File: src/rtl/ldpc_pkg.sv
// Shared types and helpers for the LDPC syndrome checker: beat width, FSM states,
// popcount and parity-check matrix byte lookup.
package ldpc_pkg;

   localparam int CHUNK_W = 8;
   localparam int MAX_M   = 256;
   localparam int MAX_H_W = 16384;

   typedef enum logic {
      ACCUM,
      REPORT
   } state_t;

   function automatic int popcount(input logic [MAX_M-1:0] v);
      int n;
      n = 0;
      for (int i = 0; i < MAX_M; i++) begin
         n += int'(v[i]);
      end
      return n;
   endfunction

   // Byte of H for row m, chunk c, from a zero-extended flattened matrix.
   function automatic logic [CHUNK_W-1:0] h_byte(input logic [MAX_H_W-1:0] h,
                                                 input int m,
                                                 input int c,
                                                 input int chunks);
      return h[(m*chunks+c)*CHUNK_W +: CHUNK_W];
   endfunction

endpackage

File: src/rtl/ldpc_syndrome_check_row_parity.sv
// One parity-check row slice: GF(2) dot product of a data beat with an H byte,
// pairing d_in[i] with h[7-i] to match the encoder cell bit order.
module ldpc_row_parity
   import ldpc_pkg::*;
(
   input  logic [CHUNK_W-1:0] d_in,
   input  logic [CHUNK_W-1:0] h,
   output logic               parity
);

   always_comb begin
      parity = 1'b0;
      for (int i = 0; i < CHUNK_W; i++) begin
         parity = parity ^ (d_in[i] & h[CHUNK_W-1-i]);
      end
   end

endmodule

File: src/rtl/ldpc_syndrome_check.sv
// Streams a codeword in 8-bit beats, accumulates s = H*c over GF(2) and presents
// the syndrome, its weight, a pass flag and a framing-error flag on a valid/ready port.
module ldpc_syndrome_check
   import ldpc_pkg::*;
#(
   parameter int CHUNKS = 8,
   parameter int M      = 8,
   parameter logic [M*CHUNKS*8-1:0] H_MATRIX = {M*CHUNKS{8'hFF}}
) (
   input  logic                      clk,
   input  logic                      rst,
   input  logic                      in_valid,
   output logic                      in_ready,
   input  logic [CHUNK_W-1:0]        d_in,
   input  logic                      in_last,
   output logic                      out_valid,
   input  logic                      out_ready,
   output logic [M-1:0]              syndrome,
   output logic                      syn_ok,
   output logic [$clog2(M+1)-1:0]    syn_weight,
   output logic                      frame_err
);

   localparam int CW = (CHUNKS > 1) ? $clog2(CHUNKS) : 1;
   localparam int WW = $clog2(M+1);
   localparam logic [CW-1:0]      LAST_C = CW'(CHUNKS-1);
   localparam logic [MAX_H_W-1:0] H_EXT  = MAX_H_W'(H_MATRIX);

   state_t         state;
   logic [CW-1:0]  cnt;
   logic [M-1:0]   syn_q;
   logic [M-1:0]   par;
   logic           ferr_q;
   logic           is_last;

   generate
      for (genvar m = 0; m < M; m++) begin : g_row
         logic [CHUNK_W-1:0] h_sel;
         assign h_sel = h_byte(H_EXT, m, int'(cnt), CHUNKS);
         ldpc_row_parity u_row (
            .d_in   (d_in),
            .h      (h_sel),
            .parity (par[m])
         );
      end
   endgenerate

   assign is_last    = (cnt == LAST_C);
   assign in_ready   = (state == ACCUM) && !rst;
   assign syndrome   = syn_q;
   assign syn_ok     = (syn_q == '0);
   assign syn_weight = WW'(popcount(MAX_M'(syn_q)));
   assign frame_err  = ferr_q;

   // Framing is purely by beat count; in_last only feeds the sticky error flag.
   always_ff @(posedge clk) begin
      if (rst) begin
         state     <= ACCUM;
         cnt       <= '0;
         syn_q     <= '0;
         ferr_q    <= 1'b0;
         out_valid <= 1'b0;
      end else begin
         case (state)
            ACCUM: begin
               if (in_valid) begin
                  syn_q <= syn_q ^ par;
                  if (in_last != is_last) begin
                     ferr_q <= 1'b1;
                  end
                  if (is_last) begin
                     cnt       <= '0;
                     state     <= REPORT;
                     out_valid <= 1'b1;
                  end else begin
                     cnt <= cnt + 1'b1;
                  end
               end
            end
            REPORT: begin
               if (out_ready) begin
                  syn_q     <= '0;
                  ferr_q    <= 1'b0;
                  out_valid <= 1'b0;
                  state     <= ACCUM;
               end
            end
            default: state <= ACCUM;
         endcase
      end
   end

endmodule

File: config.mk
export PLATFORM = sky130hd
export DESIGN_NAME = ldpc_syndrome_check
export DESIGN_NICKNAME = d
export VERILOG_FILES = /design/src/rtl/ldpc_pkg.sv /design/src/rtl/ldpc_syndrome_check_row_parity.sv /design/src/rtl/ldpc_syndrome_check.sv
export SDC_FILE = /design/constraint.sdc
export NUM_CORES = 1
export LEC_CHECK = 0
export CAP_MARGIN = 40
export CORE_MARGIN = 10
export CORE_UTILIZATION = 53
export DETAILED_ROUTE_END_ITERATION = 10
export HOLD_SLACK_MARGIN = 0.08
export PLACE_DENSITY = 0.84
export SYNTH_ARGS = -nofsm -noshare
export SYNTH_HDL_FRONTEND = slang
export SYNTH_HIERARCHICAL = 1
export SYNTH_SLANG_ARGS = --single-unit
File: constraint.sdc
create_clock -name clk -period 3.54 [get_ports clk]
set_input_delay 0.708 -clock clk [delete_from_list [all_inputs] [get_ports clk]]
set_output_delay 0.708 -clock clk [all_outputs]
set_load 0.01 [all_outputs]
* After elaboration in Yosys (flattened, before gate mapping)
Cells that the tools add are included.
** Storage, ports and cells
- Bits in writable memories :: 0
- Memories :: 0
- Word-level logic and storage cells :: 178
- Memory bits (read-only) :: 0
- Output and inout port bits :: 16
- Input port bits :: 13
- Bits in latches :: 0
- Flip-flop bits (word level) :: 14
** Cells by class
- Equality and inequality tests :: 6
- Bitwise operators :: 122
- Shift operators :: 8
- Divide/modulo/power cells :: 0
- $lt $le $gt $ge :: 0
- Multipliers :: 0
- Muxes and demuxes :: 15
- Reduce and logical (&&, ||, !) cells :: 7
- Add/sub/neg operators :: 15
** Operator list (count)
- indexed part select 16384 x 11 -> 8 bit (first input constant) :: 4
- indexed part select 16384 x 10 -> 8 bit (first input constant) :: 2
- indexed part select 16384 x 7 -> 8 bit (first input constant) :: 1
- indexed part select 16384 x 9 -> 8 bit (first input constant) :: 1
- bitwise AND 1 bit :: 64
- bitwise XOR 1 bit :: 56
- adder 6 x 3 -> 7 bit (first input constant) :: 4
- adder 4 x 1 -> 4 bit :: 4
- two-way mux 8 bit :: 2
- one-hot mux 8 bit (2 select lines) :: 1
- adder 5 x 3 -> 6 bit (first input constant) :: 2
- zero test 8 bit :: 1
- two-way mux 1 bit :: 8
- bitwise XOR 8 bit :: 1
- inequality test 2 bit (second input constant) :: 3
- one-hot mux 1 bit (2 select lines) :: 3
- AND reduction 3 bit :: 2
- adder 4 x 3 -> 5 bit (first input constant) :: 1
- adder 3 x 1 -> 4 bit :: 1
- AND reduction 2 bit :: 2
- adder 2 x 1 -> 3 bit :: 1
- adder 3 x 1 -> 3 bit (second input constant) :: 1
- equality test 3 bit (second input constant) :: 1
- two-way mux 3 bit :: 1
- other kinds (6) :: 6

* Longest topological paths before layout
Gate-level depths: netlist (run 1).
- Depth in word-level cells :: 13
- Gate-level depth with buffers :: 9
- Depth with buffers taken out :: 9

* By module
Netlist (run 1), hierarchy kept.
** Modules (own cells, without submodules)
- ldpc_syndrome_check :: area each 832.0 um^2, cells an instance 88, instances 1, sequential area each 280.3 um^2
- ldpc_row_parity :: area each 91.3 um^2, cells an instance 15, instances 8, sequential area each 0.0 um^2

* Worst setup path after synthesis (run 1)
Ideal clock, no wire load.
- Path type :: reg2out
- Start point :: reg syn_q[0] (netlist: syndrome[0])
- End point :: out syn_weight[2]
- Path buffers :: 0
- Slack :: 171 ps
- Cell stages (with the launch flop) :: 10
- Required time :: 2832 ps
- Arrival time :: 2661 ps
- Cells stage by stage :: dfxtp_1 -> fa_1 -> inv_1 -> fa_1 -> fa_1 -> inv_1 -> ha_1 -> inv_1 -> fa_1 -> xnor2_1
** On the way
- Cells in the longest elaborated chain, start to end :: 7
** Ends and longest elaborated chain
- from (decl) :: line ldpc_syndrome_check.sv:31 : logic [M-1:0] syn_q;
- from (signal assigned) :: line ldpc_syndrome_check.sv:67 : syn_q <= syn_q ^ par;
- adder 1 x 1 -> 2 bit :: line ldpc_pkg.sv:18 : n += int'(v[i]);
- adder 2 x 1 -> 3 bit :: line ldpc_pkg.sv:18
- adder 3 x 1 -> 4 bit :: line ldpc_pkg.sv:18
- adder 4 x 1 -> 4 bit (4 in series) :: line ldpc_pkg.sv:18
- to (decl) :: line ldpc_syndrome_check.sv:20 : output logic [$clog2(M+1)-1:0] syn_weight,
No other way between the ends.

* Worst setup path after layout (run 1)
- Start point :: reg syn_q[0] (netlist: syndrome[0])
- End point :: out syn_weight[1]
The elaborated chain is that of the path after synthesis.

==> impl_metrics.ini, run 1 <==
[clock_network]
clk_latency_ns = 0.28
cts.sinks = 14
cts_buffer_depth = 2
cts_root_buf = clkbuf_4
postCtsHoldBufs = 0
cts_buffers = 3
cts.clk_slew.worst_paths_ns = 0.08
htreeDepth = 1
cts_tree = yes

[global_routing]
grt_pass1_vias = 1374
grt_busiest_layer = met2
grt_pass1_wl_mm = 5.568
antenna_found_initial = 0
grt_max_degree = 14
overflow = 0
grtUsageMet3 = 0.01862
track_usage = 0.1220
grt_use_met2 = 0.2244
grt_util_met1 = 0.1341

[pwr]
pwr-share-seq = 0.216
pwr-share-comb = 0.664
powerDensity_nw_per_um2 = 444.3
p_clk_frac = 0.120
ir_worst_vdd_mv = 0.6665
p_int_w = 0.0005796
swShare = 0.3949
p_leak_nw = 1.005
p_switching_w = 0.0003783

[status]
outcome = finished, violations left
violations = setup timing

[sta]
fin_crit_sh = 1.054
period_needed_ns = 3.731
setup_ws_ns = -0.1906
rsz0062_at_grt = yes
max_freq_mhz = 268.1
whs_ns = 0.4841
setup_violations = 2
slew_viol_final = 0
fin_skew_ns = 0.002628
hold_viol = 0

[critical_path]
reg2reg_depth = 5
path_class = flip-flop to primary output
arrival_ns = 3.02
r2r-start = cnt[0]
r2r_setup_slack_ns = 2.27
r2r_end = state
end_kind = primary output
required_ns = 2.83
path_max_fanout = 2
start_kind = flip-flop

[final_layout]
n_antenna_cell = 0
finalNonFillerCells = 334
utilization = 0.7751
area_delta_synth_final_pct = 37.95
nets = 327
drive_above_1_share = 0.05281
num-fill-cells = 218

[synth]
synth_area_per_cell_um2 = 7.513
seq_area_frac_synth = 0.1793
synth_flop_cell = dfxtp_1
synth_edf_count = 0
yosysWarningCount = 6
yosys.area.top_type = xnor2_1
synthTopCellsByArea = xnor2_1, dfxtp_1, nand2_1
ys_async_sr_fraction = 0
netlist_instances = 208
ys_ff_latch = 14
ys_types = 23
yosysTopAreaCellShare = 0.3082
synthMostInstantiatedCell = nand2_1
yosys-top-cells-count = nand2_1, xnor2_1, dfxtp_1, nor2_1, inv_1
syn_area_um2 = 1563

[hold_path]
hp-start = frame_err
hold_end = frame_err
hold_path_depth = 1
min_path_type = flip-flop to flip-flop

[place]
preCtsSetupSlack_ns = -0.3256
dp.cells = 330
place_congestion = 0.8185
portBuffers = 28
dp_hpwl_mm = 2.736

[detailed_routing]
antenna_left = 0
wl_per_cell_um = 9.368
drt-pass1-iter-count = 4
avgViaCountPerCell = 4.216
drtIter0Drc = 63
routed_wl_mm = 3.129
drc = 0
vias = 1408

[floorplan]
initial_core_util = 0.5619
dieHeight_um = 74.30
die_x_um = 74.30
ios = 29
die_area_um2 = 5520
rows = 19
core_area_um2 = 2781

[run]
drv_cap = 0
metal layers:
layer / up-vias / part of all wire
li1: 765 / -
met1: 611 / 0.42
met2: 28 / 0.49
met3: 4 / 0.071
met4: 0 / 0.015
met5: - / 0
cell usage in the layout, fill, tap and decap left out, types with 2 or more instances in the layout:
master,Yosys,final
a21oi_1,2,2
a22o_1,2,2
buf_4,0,3
clkbuf_4,0,3
clkdlybuf4s50_1,0,24
conb_1,1,64
dfxtp_1,14,13
dlygate4sd2_1,0,2
fa_1,4,3
ha_1,6,5
inv_1,13,11
inv_2,0,2
mux2i_1,3,3
nand2_1,65,65
nand3b_1,8,8
nor2_1,14,14
xnor2_1,55,55
xor2_1,11,11
what timing repair did:
| action | CTS | global route |
|---|---|---|
| buffers inserted | 0 | 0 |
| pin swaps | 0 | 1 |
| resized for setup | 13 | 3 |
| endpoints found under the setup margin | 4 | 3 |
| gates cloned | 0 | 0 |
kinds of logic (layout without fill, tap and decap cells):
family | after synthesis | count (layout) | share of synthesized area
simple gates | 92 | 92 | 0.2554
xor+xnor | 66 | 66 | 0.3699
buf+inv | 16 | 48 | 0.04483
flops | 14 | 14 | 0.1793
fa+ha+maj | 10 | 10 | 0.09928
compound gates | 5 | 5 | 0.02242
mux | 4 | 4 | 0.02642
other cells | 1 | 64 | 0.002400
state kept, by name, summed over array words and instances, names as in the netlist:
name,flops
cnt,3
state,1
syndrome,8
frame_err,1
out_valid,1
area by class of cell:
type	instances	area, um2	area share
inverters	13	48.80	0.02263
well taps	31	38.79	0.01799
repair buffers	31	296.5	0.1376
multi-input cells	241	1454	0.6744
clock buffers	4	36.28	0.01683
flip-flops and latches	14	281.5	0.1306
power by group through the flow:
stage	Sequential (W)	Clock, W	Combinational [W]
after floorplan	0.000222	0	0.000378
final	0.000207	0.000115	0.000636
after global routing	0.000210	0.000124	0.000719
after detailed placement	0.000211	0	0.000644
after global placement	0.000207	0	0.000627
after CTS	0.000207	0.000114	0.000611
worst max path at each step:
stage / from / end / slack, ns / cells after the start
after floorplan: syndrome[0] / syn_weight[2] / 0.17 / 9
after global placement: syndrome[0] / syn_weight[2] / -0.25 / 10
after detailed placement: syndrome[0] / syn_weight[2] / -0.33 / 10
after CTS: syndrome[0] / syn_weight[2] / -0.20 / 10
after global routing: syndrome[0] / syn_weight[2] / -0.30 / 10
final: syndrome[0] / syn_weight[1] / -0.19 / 10
metrics by stage:
step                      TNS, ns  power (W)  area, um2
after floorplan                 0  0.0006000       1799
after global placement    -0.4816  0.0008343       2120
after detailed placement  -0.6241  0.0008553       2120
after CTS                 -0.3694  0.0009331       2147
after global routing      -0.7193   0.001053       2156
final                     -0.3452  0.0009579       2156
critical path: stages, from the launching register on:
cell and delay, ns:
dfxtp_2 0.34, fa_1 0.52, inv_1 0.05, fa_1 0.49
fa_1 0.41, inv_1 0.07, ha_2 0.18, inv_2 0.04
fa_2 0.52, inv_2 0.03, buf_6 0.11
No activity file was read; power rests on OpenSTA's default activity.
==> inputs of run 2 (changes only) <==
- ABC_CLOCK_PERIOD_IN_PS: default -> 4800
- CORE_UTILIZATION: 53 -> 46
- PLACE_DENSITY: 0.84 -> 0.85
- SYNTH_HIERARCHICAL: 1 -> default
- clock period: 3.54 -> 4.8 ns (I/O delays scaled with it)
==> run 2 against run 1 <==
  * The run now ends clean
  * Wire length down 40%
  * Total power down 45%
  * Synthesized area down 48%
  * Clock skew up 0.00052 ns
  * Synthesized cell count down 55%
  * Largest power group unchanged
  * Hold slack worse by 0.015 ns
  * Global-route usage down 1.8 points
  * Final cell count down 55%
  * Critical path depth unchanged
  * Die area down 30%
==> impl_metrics.ini, run 2 <==
[synth]
yosysTopAreaCellShare = 0.3457
yosys-top-cells-count = dfxtp_1, nand2_1, inv_1
ys_async_sr_fraction = 0
syn_nets = 116
ys_ff_latch = 14
synthTopCellsByArea = dfxtp_1, fa_1, ha_1
synth_flop_cell = dfxtp_1
synth_area_per_cell_um2 = 8.718
yosys.area.top_type = dfxtp_1
synth_edf_count = 0
seq_area_frac_synth = 0.3457
ys_types = 23
netlist_instances = 93
yosysWarningCount = 0
syn_area_um2 = 810.8

[clock_network]
cts.clk_slew.worst_paths_ns = 0.08
postCtsSetupRepairBufs = 0
htreeDepth = 1
postCtsHoldBufs = 0
cts_buffer_depth = 2
cts_tree = yes
cts.sinks = 14
clk_latency_ns = 0.28
cts_resized = 0
cts_buffers = 3
cts_root_buf = clkbuf_4

[final_layout]
n_antenna_cell = 0
nets = 148
largest_reg_flops = 8
final_cell_mix = clkdlybuf4s50_1, nand2_1, dfxtp_1
utilization = 0.6762
area_delta_synth_final_pct = 42.44
num-fill-cells = 146
drive_above_1_share = 0.06452
final_common_cell = clkdlybuf4s50_1

[global_routing]
overflow = 0
grt_pass1_vias = 738
grt_pass1_wl_mm = 2.967
track_usage = 0.1035
grt_max_degree = 10
antenna_found_initial = 0

[floorplan]
die_x_um = 61.98
core_area_um2 = 1708
die_area_um2 = 3842
initial_core_util = 0.4747
rows = 15
dieHeight_um = 61.98
ios = 29

[critical_path]
required_ns = 3.84
r2r-start = state
cp_cell_sequence = fa_1 > inv_1 > fa_1 > fa_1 > inv_1 > ha_1 > inv_1 > fa_1 > xnor2_1 > clkdlybuf4s50_1
r2r_end = syndrome[7]
path_max_fanout = 5
r2r_setup_slack_ns = 3.50
crit_slowest_cell = clkdlybuf4s50_1
end_kind = primary output
start_kind = flip-flop
path_delay_family = adder cells
slowest_delay_ns = 0.56
path_class = flip-flop to primary output
crit_path_frequent_cell = fa_1
arrival_ns = 3.48
path_buf_inv = 4
reg2reg_depth = 3

[hold_path]
hold_end = cnt[1]
hp-start = cnt[1]
hold_path_depth = 2
min_path_type = flip-flop to flip-flop

[place]
place_congestion = 0.8524
portBuffers = 28
dp_hpwl_mm = 1.639

[sta]
hold_viol = 0
max_freq_mhz = 225.0
period_needed_ns = 4.444
slew_viol_final = 0
setup_violations = 0
fin_skew_ns = 0.003143
rsz0062_at_grt = no
tns_ns = 0
fin_crit_sh = 0.9258
worst_pin_slew_ns = 0.6783
slew_headroom = 0.5478

[detailed_routing]
antenna_left = 0
highest_layer = met4
drc = 0
avgViaCountPerCell = 4.953
drt-pass1-iter-count = 4
drtIter0Drc = 10
wl_met1_um = 734
vias = 738
met2_length_um = 902
wl_met3_um = 202
routed_wl_mm = 1.878
wl_per_cell_um = 12.60

[run]
drv_cap = 0

[pwr]
ir_worst_vdd_mv = 0.2427
p_leak_nw = 0.4683
powerDensity_nw_per_um2 = 454.8

[status]
outcome = finished clean
-- run 2: cell count changes after synthesis, sizes merged, moves of 3 or more --
| cell | before | now |
|---|---|---|
| a21oi | 2 | 7 |
| mux2i | 3 | 0 |
| o22ai | 0 | 7 |
| xnor2 | 55 | 7 |
| xor2 | 11 | 3 |
| nand3b | 8 | 0 |
| nor2 | 14 | 5 |
| nand2 | 65 | 15 |
-- run 2: report_power, final --
part	switching, W	internal [W]
Combinational	0.000131	0.000154
Clock	0.0000388	0.0000462
Sequential	0.0000217	0.000134
-- run 2: cells by family (layout without fill, tap and decap cells) --
family	count (synthesis)	in the layout	synth area share
simple gates	28	28	0.1590
compound gates	17	17	0.1312
flops	14	14	0.3457
buf+inv	14	45	0.06481
fa+ha+maj	10	10	0.1914
xor+xnor	10	10	0.1080
-- run 2: layer usage --
layer,up-vias,global-route usage
met5,-,0
met4,0,0.06688
met3,6,0.04878
met2,31,0.1769
met1,332,0.09753
li1,369,-
-- run 2: worst max path at each step --
stage	end	cells past startpoint	slack [ns]	from
6_report	syn_weight[2]	10	0.36	syndrome[0]
5_1_grt	syn_weight[2]	10	0.20	syndrome[0]
4_1_cts	syn_weight[2]	10	0.32	syndrome[0]
3_5_place_dp	syn_weight[2]	10	0.62	syndrome[0]
3_3_place_gp	syn_weight[2]	10	0.72	syndrome[0]
2_1_floorplan	syn_weight[2]	9	1.14	syndrome[0]
-- run 2: final cells by class --
cell class                      count  area (um2)  share of cell area
Inverter                           13       48.80             0.04225
Sequential cell                    14       280.3              0.2427
Tap cell                           25       31.28             0.02709
Timing Repair Buffer               28       280.3              0.2427
Clock buffer                        4       36.28             0.03142
Multi-Input combinational cell     65       478.0              0.4139
-- run 2: through the flow --
step / std cells / instance area (um2) / total power (W) / hold WS, ns / setup slack, ns
floorplan: 93 / 810.8 / 0.0003077 / 0.4400 / 1.141
global placement: 145 / 1119 / 0.0004349 / 0.4455 / 0.7191
detailed placement: 145 / 1119 / 0.0004491 / 0.4510 / 0.6196
CTS: 149 / 1155 / 0.0005337 / 0.4701 / 0.3171
global route: 149 / 1155 / 0.0005682 / 0.5061 / 0.2035
finish: 149 / 1155 / 0.0005252 / 0.4691 / 0.3562
-- run 2: worst register-to-register path: stages (launching register included) --
cell	delay [ns]
dfxtp_1	0.36
a21oi_1	0.58
nand2_1	0.14
o22ai_2	0.15
